--- src/rtl/demux14_buffered.sv ---
// demux14_buffered: 1-to-4 routing stage for the ALU datapath.
// Each input word is steered by in_sel into one of four 2-entry FIFOs.
// Back-pressure on one channel therefore does not stall traffic to the others.
// Optional feature macro: DEMUX41_COUNT_EN adds per-channel delivered-word
// counters (xfer_cnt0..3) and a synchronous clear input (cnt_clear).
module demux14_buffered #(
  parameter int N = 32
) (
  input  logic         clk,
  input  logic         rst_n,
  input  logic         in_valid,
  output logic         in_ready,
  input  logic [N-1:0] in_data,
  input  logic [1:0]   in_sel,
  output logic [3:0]   out_valid,
  input  logic [3:0]   out_ready,
  output logic [N-1:0] out_data0,
  output logic [N-1:0] out_data1,
  output logic [N-1:0] out_data2,
  output logic [N-1:0] out_data3
`ifdef DEMUX41_COUNT_EN
  ,
  input  logic         cnt_clear,
  output logic [15:0]  xfer_cnt0,
  output logic [15:0]  xfer_cnt1,
  output logic [15:0]  xfer_cnt2,
  output logic [15:0]  xfer_cnt3
`endif
);

  logic [1:0]   w_cnt  [4];
  logic [N-1:0] w_head [4];
  logic [3:0]   w_push;
  logic [3:0]   w_pop;

  // in_ready depends only on the occupancy of the selected channel,
  // so there is no combinational path from out_ready back to in_ready.
  assign in_ready = (w_cnt[in_sel] != 2'd2);

  // Decode the accepted word into a one-hot push and form per-channel pops.
  always_comb begin
    w_push = 4'b0000;
    if (in_valid && in_ready) begin
      w_push[in_sel] = 1'b1;
    end
    w_pop = out_valid & out_ready;
  end

  // A channel presents a word whenever its FIFO is non-empty.
  always_comb begin
    out_valid = 4'b0000;
    for (int k = 0; k < 4; k++) begin
      out_valid[k] = (w_cnt[k] != 2'd0);
    end
  end

  for (genvar k = 0; k < 4; k++) begin : g_ch
    logic [N-1:0] r_mem [2];
    logic         r_rd_ptr;
    logic         r_wr_ptr;
    logic [1:0]   r_cnt;

    // Per-channel FIFO: storage, 1-bit wrapping pointers, occupancy 0..2.
    // Storage is cleared on reset so the head reads 0 after reset.
    always_ff @(posedge clk or negedge rst_n) begin
      if (!rst_n) begin
        r_mem[0] <= '0;
        r_mem[1] <= '0;
        r_rd_ptr <= 1'b0;
        r_wr_ptr <= 1'b0;
        r_cnt    <= 2'd0;
      end else begin
        if (w_push[k]) begin
          r_mem[r_wr_ptr] <= in_data;
          r_wr_ptr        <= ~r_wr_ptr;
        end
        if (w_pop[k]) begin
          r_rd_ptr <= ~r_rd_ptr;
        end
        case ({w_push[k], w_pop[k]})
          2'b10:   r_cnt <= r_cnt + 2'd1;
          2'b01:   r_cnt <= r_cnt - 2'd1;
          default: r_cnt <= r_cnt;
        endcase
      end
    end

    assign w_cnt[k]  = r_cnt;
    assign w_head[k] = r_mem[r_rd_ptr];
  end

  assign out_data0 = w_head[0];
  assign out_data1 = w_head[1];
  assign out_data2 = w_head[2];
  assign out_data3 = w_head[3];

`ifdef DEMUX41_COUNT_EN
  logic [15:0] w_xfer [4];

  for (genvar k = 0; k < 4; k++) begin : g_cnt
    logic [15:0] r_xfer;

    // Delivered-word counter; clear takes priority over a same-cycle pop.
    always_ff @(posedge clk or negedge rst_n) begin
      if (!rst_n) begin
        r_xfer <= 16'd0;
      end else if (cnt_clear) begin
        r_xfer <= 16'd0;
      end else if (w_pop[k]) begin
        r_xfer <= r_xfer + 16'd1;
      end
    end

    assign w_xfer[k] = r_xfer;
  end

  assign xfer_cnt0 = w_xfer[0];
  assign xfer_cnt1 = w_xfer[1];
  assign xfer_cnt2 = w_xfer[2];
  assign xfer_cnt3 = w_xfer[3];
`endif

endmodule

--- config.mk ---
export PLATFORM = sky130hd
export DESIGN_NAME = demux14_buffered
export DESIGN_NICKNAME = d
export VERILOG_FILES = /design/src/rtl/demux14_buffered.sv
export SDC_FILE = /design/constraint.sdc
export NUM_CORES = 1
export LEC_CHECK = 0
export ABC_AREA = 1
export CAP_MARGIN = 20
export CORE_UTILIZATION = 25
export CTS_CLUSTER_SIZE = 16
export DETAILED_ROUTE_END_ITERATION = 10
export PLACE_DENSITY = 0.52
export SLEW_MARGIN = 20
export SYNTH_ARGS = -nofsm -noshare
export SYNTH_HDL_FRONTEND = slang
export SYNTH_SLANG_ARGS = --single-unit
--- constraint.sdc ---
create_clock -name clk -period 2.9 [get_ports clk]
set_input_delay 0.58 -clock clk [delete_from_list [all_inputs] [get_ports clk]]
set_output_delay 0.58 -clock clk [all_outputs]
set_load 0.02 [all_outputs]
==> run metrics <==
clk_skew=32.02 ps; vias in the first global route=10,663; Critical Path Most Common Cell=clkdlybuf4s50_1; fin crit period=2751 ps; Syn Nets=about 1,700; Wirelength per Cell=16.79 um; Slew Limit Fails=0; crit path kind=input pin to output port; CTS tree=done; cts hold-fix bufs=0; first-pass GRT wire length=63,560 um; first drt pass iteration count=5; Slew HR=0.5245; fin crit share=0.9486; number of max-cap violations=0; clock-pin slew on the worst setup and hold paths=50 ps; DR vias=roughly 10,000; worst hold path class=input pin to asynchronous set/reset pin; top cells by area, synth=dfrtp_1 (56%), nand2_1 (36%), clkbuf_1 (1.8%); cells along the critical path=clkdlybuf4s50_1 -> inv_1 -> nand3_1 -> nand2_1 -> nor2_2 -> nand2_2 -> clkdlybuf4s50_1; most frequent cells after synthesis=nand2_1 (1,177), dfrtp_1 (272), clkbuf_1 (59); Post-synth EDFFs=0; Fillers=5,003; global routing usage on met2=0.2711; cell area after synthesis=approximately 12,000 um2; endpoint class of the critical path=output port; area of all placed cells without fillers=15,870 um2; CP required=2320 ps; multi-input logic area=4837 um2; post-synthesis sequential area ratio=0.5569; FP Rows=80; post-layout worst setup margin=between 100 and 150 ps; proportion of synthesized area in mux cells=0; I/O pins=174; # setup viols final=0; Avg Inst Size Synth=7.494 um2; Diodes inserted=0; count leader, synth=nand2_1; Post-Syn Instances=1,631; initial antenna violation count=0; die footprint=49,780 um2; final core occ=0.3310; Net count, final=1,821; count of input and output buffers=173; crit-path max FO=7; clock latency on the worst-skew pair=550 ps; leakage power=8.380 nW; DRC viols=0; Overflow after GRT=0; final wirelength=around 41,000 um; dpl ws=between 150 and 200 ps; Synth cell types=22; PD cells=around 1300 nW/um2; Max VDD drop=616.7 uV; main combinational cell family by area after synthesis=simple AND/OR/NAND/NOR gates; outcome=complete, no violations; complex-gate fraction of the synthesized area=0.003276; clk root buf=clkbuf_16; share of cells above drive strength 1=0.06611; clock sink count=272; dpl cell area=14,730 um2; total chip power=20.16 mW; Synth top area share=0.5569; Least-Margin Pin Slew=713.2 ps; total CTS buffers=35; Clock Tree Buf Depth=3; post-DP HPWL=~27,000 um; biggest area consumer among synthesized cells=dfrtp_1; synthesized flop and latch total=between 200 and 300; asr flop ratio synth=1.000; die height=between 200 and 250 um; largest net degree at the start of global routing=80; H-tree levels=2; post-route ant nets=0; initial core utilization=0.2549; simple-gate share of the synthesized area=0.3790; area added between synthesis and finish=29.84%; Crit path largest cell delay=about 640 ps; vias per cell=4.346; setup TNS=0 ps; total track usage=0.1674; Primary FF master, synth=dfrtp_1; initial drt markers=778; unrepaired setup endpoints after global routing=no; die span in x=223.1 um; CP max stage cell=clkdlybuf4s50_1; core area=47,950 um2; GR peak layer=met2; Reg area=roughly 6800 um2; Final Hold Vio Count=0; Max Freq=363.5 MHz; Post-Synth Adder-Cell Area=0.004095; GR Util met1=0.2299; XOR/XNOR share of the synthesized area=0.008599; GPL Wtd Cong=0.7476; yosys warns=0; critical path launch point type=input pin; critical path arrival=2170 ps; met3 GRT Util=0.03148
[metrics by stage]
| stage | instances | hold WS [ps] |
|---|---|---|
| 4_1_cts | 2415 | 55.06 |
| 6_report | 2415 | 54.10 |
| 2_1_floorplan | 1631 | 284.4 |
| 5_1_grt | 2415 | 76.04 |
| 3_3_place_gp | 2354 | 461.6 |
| 3_5_place_dp | 2354 | 465.1 |
[final timing paths]
kind | start | end | slack, ps | depth (start not counted)
max in group asynchronous | rst_n | g_ch[0].r_mem[16] | 2020 | 2
min in group clk | g_ch[1].r_mem[53] | g_ch[1].r_mem[53] | 480 | 2
setup reg to reg | g_ch[3].r_cnt[0] | g_ch[2].r_cnt[1] | 990 | 10
setup / recovery | in_sel[1] | in_ready | 150 | 7
hold / removal | rst_n | g_ch[2].r_mem[28] | 50 | 1
hold reg to reg | g_ch[1].r_mem[53] | g_ch[1].r_mem[53] | 480 | 2
[critical path, delay by kind of cell]
kind                   cells  cell delay, ps
AND/OR/NAND/NOR            4             300
buffers and inverters      3            1290
[final cells by class]
| class | instances | share of cell area |
|---|---|---|
| clock buffer | 52 | 0.06615 |
| clock inverter | 9 | 0.005676 |
| inverter | 15 | 0.003548 |
| multi-input combinational | 1233 | 0.3048 |
| sequential | 272 | 0.4289 |
| tap | 615 | 0.04849 |
| timing repair buffer | 219 | 0.1425 |
[kinds of logic (layout without fill, tap and decap cells)]
family	after synthesis	in the layout
xor gates and xnor gates	12	12
buffers and inverters	126	295
AOI/OAI and AO/OA	8	8
and+or+nand+nor	1209	1209
DFF	272	272
adders and majority gates	4	4
[cells in the final DEF, fill, tap and decap left out, drive strengths merged]
cell / instances
a21oi: 4
buf: 47
clkbuf: 52
clkdlybuf4s50: 172
clkinv: 10
clkinvlp: 2
dfrtp: 272
ha: 4
inv: 12
nand2: 1178
nand3: 7
nand4: 8
nor2: 12
o21ai: 4
or2: 4
xnor2: 8
xor2: 4
[power breakdown]
group,internal (mW),switching [mW],leakage [nW]
clock,2.52,1.71,0.556
combinational,3.84,5.43,4.43
sequential,5.64,1.02,3.39
[layer usage]
layer / wire length, um / part of all wire
met5: 0 / 0
met4: 679 / 0.017
met3: 2009 / 0.050
met2: 18690 / 0.46
met1: 19160 / 0.47
[registers in the layout (all words and copies together), names as in the netlist]
| name | cells |
|---|---|
| g_ch.r_mem | 256 |
| g_ch.r_rd_ptr | 4 |
| g_ch.r_wr_ptr | 4 |
| g_ch.r_cnt | 8 |
[what timing repair did]
item	in CTS	in global routing
setup buffers	0	0
setup endpoints to repair	0	3
resized for setup	0	1
(Power assumes the default switching activity.)
